## src/rtl/mbc_sequencer.sv

```systemverilog
// mbc_sequencer: serial MBC pattern generator armed by Arm and fired by address match A_5 (SClk, nReset active-low sync; Cfg* load pattern/len; MBC/MBCSeqStart/Busy/Done out)
module mbc_sequencer #(
  parameter logic [23:0] DEF_PATTERN = 24'h028A07,
  parameter int          DEF_LEN     = 21
) (
  input  logic        SClk,
  input  logic        nReset,
  input  logic [7:0]  AddrLo,
  input  logic [3:0]  AddrHi,
  input  logic        Arm,
  input  logic        Abort,
  input  logic        CfgWe,
  input  logic [23:0] CfgPattern,
  input  logic [4:0]  CfgLen,
  output logic        MBC,
  output logic        MBCSeqStart,
  output logic        Busy,
  output logic        Done
);
  localparam logic [1:0] IDLE = 2'd0, ARMED = 2'd1, SHIFT = 2'd2, DONE = 2'd3;
  logic [1:0]  state;
  logic [4:0]  idx, len, nxt;
  logic [23:0] pat;
  logic        match, idle_like, last;
  assign match     = AddrLo[3:0] == 4'h5 && AddrHi == 4'hA;
  assign idle_like = state == IDLE || state == DONE;
  assign last      = idx == len - 5'd1;
  assign nxt       = idx + 5'd1;
  always_ff @(posedge SClk) begin
    if (!nReset) begin
      state       <= IDLE;
      idx         <= 5'd0;
      pat         <= DEF_PATTERN;
      len         <= 5'(DEF_LEN);
      MBC         <= 1'b1;
      MBCSeqStart <= 1'b0;
      Busy        <= 1'b0;
      Done        <= 1'b0;
    end else begin
      MBCSeqStart <= 1'b0;
      if (Abort && !idle_like) begin
        state <= IDLE;
        MBC   <= 1'b1;
        Busy  <= 1'b0;
        Done  <= 1'b0;
      end else if (state == ARMED) begin
        if (match) begin
          state       <= SHIFT;
          idx         <= 5'd0;
          MBC         <= pat[0];
          MBCSeqStart <= 1'b1;
        end
      end else if (state == SHIFT) begin
        if (last) begin
          state <= DONE;
          MBC   <= 1'b1;
          Busy  <= 1'b0;
          Done  <= 1'b1;
        end else begin
          idx <= nxt;
          MBC <= pat[nxt];
        end
      end else begin
        if (CfgWe) begin
          pat <= CfgPattern;
          if (CfgLen != 5'd0) len <= (CfgLen > 5'd24) ? 5'd24 : CfgLen;
        end
        if (Arm) begin
          state <= ARMED;
          Busy  <= 1'b1;
          Done  <= 1'b0;
        end
      end
    end
  end
endmodule

```

## config.mk

```make
export PLATFORM = sky130hd
export DESIGN_NAME = mbc_sequencer
export DESIGN_NICKNAME = d
export VERILOG_FILES = /design/src/rtl/mbc_sequencer.sv
export SDC_FILE = /design/constraint.sdc
export NUM_CORES = 1
export LEC_CHECK = 0
export ABC_AREA = 0
export BUFFER_PORTS_ARGS = -buffer_cell sky130_fd_sc_hd__buf_4
export CORE_UTILIZATION = 45
export CTS_BUF_LIST = sky130_fd_sc_hd__clkbuf_4 sky130_fd_sc_hd__clkbuf_8 sky130_fd_sc_hd__clkbuf_16
export DETAILED_ROUTE_END_ITERATION = 8
export GPL_TIMING_DRIVEN = 0
export PLACE_DENSITY = 0.77
export SYNTH_ARGS = -nofsm -noshare
export SYNTH_HDL_FRONTEND = slang
export SYNTH_SLANG_ARGS = --single-unit
```

## constraint.sdc

```tcl
create_clock -name SClk -period 3.5 [get_ports SClk]
set_input_delay 0.35 -clock SClk [delete_from_list [all_inputs] [get_ports SClk]]
set_output_delay 0.35 -clock SClk [all_outputs]
set_load 0.05 [all_outputs]
```

==> impl_metrics.yaml <==
clock_network:
  clock_path_buffers: 2
  cts-root-buf: "clkbuf_8"
  cts.hold.buffers_added: 0
  cts_buffers: 5
  worst_skew_pair.late_latency_ns: 0.29
  cts_tree: "done"
  cts_repair_resize_count: 0
  clk_pin_slew_ns: 0.08
  htreeDepth: 2
  clkSinkCount: 40
  cts_setup_buffers: 0
floorplan:
  die_h_um: 71.0
  die_w_um: 71.0
  ios: 50
  row_count: 24
  die_area_um2: 5040
  initial_utilization: 0.478
  core_region_area_um2: 4470
synth:
  synthArstFlopShare: 0
  syn_area_um2: 2140
  ys_warn_count: 0
  ys_ff_latch: 40
  synth.avg_cell_area_um2: 8.92
  synth_ff_type: "dfxtp_1"
  synth_edf_count: 0
  yosys.cell_types.count: 52
  syn_inst: 240
  synth.net_count: 290
  yosysSeqAreaShare: 0.374
worst_setup_path:
  critPathMaxFanout: 10
  path_cells: "inv_1 -> ha_1 -> nor2_1 -> and3_1 -> clkbuf_1 -> clkbuf_1 -> nand3_1 -> nand3_1"
  cp_num_buf_inv: 3
  end_kind: "flip-flop"
  startpoint_type: "flip-flop"
  cp_slowest_stage_delay_ns: 0.45
  worstPathArrival_ns: 2.59
  reg2reg_from: "state[0]"
  cpMaxStageDelayCell: "clkbuf_1"
  critPathTopFamily: "buffers and inverters"
  crit_path_start: "state[0]"
  critical_path_class: "flip-flop to flip-flop"
  critPathRequiredTime_ns: 3.73
routing:
  wl_met3_um: 141
  highest_layer: "met4"
  wl_met1_um: 2140
  drc: 3
  dr.pass1.iters: 6
  wl_met2_um: 2280
  wirelength_um: 4600
  dr_total_vias: 1832
  avgViaCountPerCell: 5.33
  avgRoutedWirePerCell_um: 13.4
  ant_nets: 0
  drt_iter0_drc: 80
grt:
  grt_overflow_total: 0
  antenna_found_initial: 0
  grt_pass1_wl_um: 7750
  grt_usage: 0.197
  grt_max_degree: 13
  grt_pass1_vias: 1749
sta:
  rsz0062_at_grt: "false"
  drv_slew: 0
  tightest_slew_ns: 0.676
  fmax_mhz: 424
  layout_min_cycle_time_ns: 2.36
  tns_ns: 0
  clock_skew_ns: 0.00574
  fin_crit_sh: 0.674
  finalSetupViolCount: 0
  hold_violations: 0
  slew-limit-headroom: 0.549
outcome:
  violations: "DRC"
  outcome: "finished with violations"
cells_and_area:
  regArea_um2: 801
  fin_area_um2: 2630
  drive_above_1_share: 0.250
  nets: 342
  insertedDiodeCount: 0
  syn_to_final_growth_pct: 22.6
  multi_input_area_um2: 1250
  final.fill_count: 407
min_path:
  hold_start: "CfgPattern[17]"
  min_path_type: "primary input to flip-flop"
placement:
  portBuffers: 45
  place.gp.congestion: 0.800
  dpl-instance-area_um2: 2540
  dp_hpwl_um: 3570
power:
  irDropWorstVdd_mv: 0.349
  p_per_area_nw_per_um2: 497
  leakage_nw: 1.04
run:
  maxCapViolCount: 0
power by group:
group / leakage, nW / switching [mW] / total (mW) / internal [mW]
Sequential: 0.328 / 0.0432 / 0.569 / 0.526
Clock: 0.0400 / 0.160 / 0.295 / 0.135
Combinational: 0.674 / 0.253 / 0.440 / 0.187
Total: 1.04 / 0.457 / 1.30 / 0.847
per-stage QoR:
step	hold WS (ns)	total power [mW]	utilization	setup slack [ns]	std cells
after floorplan	0.435	0.889	-	1.43	240
after global placement	0.449	1.01	0.569	1.20	337
after detailed placement	0.457	1.02	0.569	1.18	337
after CTS	0.258	1.31	0.587	1.16	344
after global routing	0.256	1.39	0.587	1.03	344
final	0.263	1.30	0.587	1.14	344
sequential cells by signal (all words and copies together), names as in the netlist:
| register | cells |
|---|---|
| idx | 5 |
| MBCSeqStart | 1 |
| pat | 24 |
| state | 2 |
| Busy | 1 |
| MBC | 1 |
| len | 5 |
| Done | 1 |
worst register-to-register path, cell delays in order, from the launching register on:
cell and delay [ns]:
dfxtp_1 0.36, inv_1 0.06, ha_1 0.27, nor2_1 0.24
and3_1 0.27, clkbuf_1 0.42, clkbuf_1 0.45, nand3_1 0.14
nand3_1 0.10
cells by family (layout without fill, tap and decap cells):
| logic type | count (synthesis) | after routing | share of synthesized area |
|---|---|---|---|
| DFF | 40 | 40 | 0.374 |
| and+or+nand+nor | 106 | 106 | 0.251 |
| AOI/OAI and AO/OA | 52 | 52 | 0.189 |
| adders and majority gates | 4 | 4 | 0.0234 |
| xor gates and xnor gates | 9 | 9 | 0.0403 |
| muxes | 10 | 10 | 0.0824 |
| buffers and inverters | 19 | 71 | 0.0403 |
Yosys cell counts (all sizes together) (5+ instances only):
cell type   n  area (um2)
nand3      17        85.1
mux4        6         135
inv         5        18.8
clkbuf      9        33.8
xor2        5        43.8
o21ai       9        48.8
or4         5        37.5
buf         5        33.8
nand2      59         221
a21boi     21         158
nor2        5        18.8
dfxtp      40         801
cells in the final DEF (no fill, tap or decap), types with 2 or more instances in the layout:
cell,instances
or4_1,5
mux2i_1,3
a2111oi_0,2
and3_1,2
xor2_1,5
mux4_2,6
nor2b_1,2
o31ai_1,2
dfxtp_1,40
a21oi_1,2
inv_1,5
nor2_1,5
nand2b_1,4
and2_1,2
a21boi_0,18
clkbuf_1,9
clkbuf_8,5
nand3_1,17
o21a_1,2
ha_1,4
xnor2_1,3
buf_2,3
o21ai_0,8
nor3b_1,2
a21boi_1,3
nand2_1,59
buf_4,46
final timing paths:
| path | end | slack, ns | cells past startpoint |
|---|---|---|---|
| max | len[0] | 1.14 | 8 |
| min | pat[17] | 0.26 | 3 |
| max reg2reg | len[0] | 1.14 | 8 |
| min reg2reg | pat[5] | 0.46 | 2 |
layout make-up:
| class | instances | share of cell area |
|---|---|---|
| multi-input combinational | 181 | 0.478 |
| inverter | 5 | 0.00715 |
| buffer | 14 | 0.0257 |
| clock inverter | 2 | 0.00477 |
| clock buffer | 5 | 0.0262 |
| tap | 52 | 0.0248 |
| timing repair buffer | 45 | 0.129 |
| sequential | 40 | 0.305 |
metal layers:
metal,track usage,vias up
met2,0.337,30
met3,0.0513,6
met4,0.0556,0
li1,-,954
met5,0,-
met1,0.246,842
(Power assumes the default switching activity.)
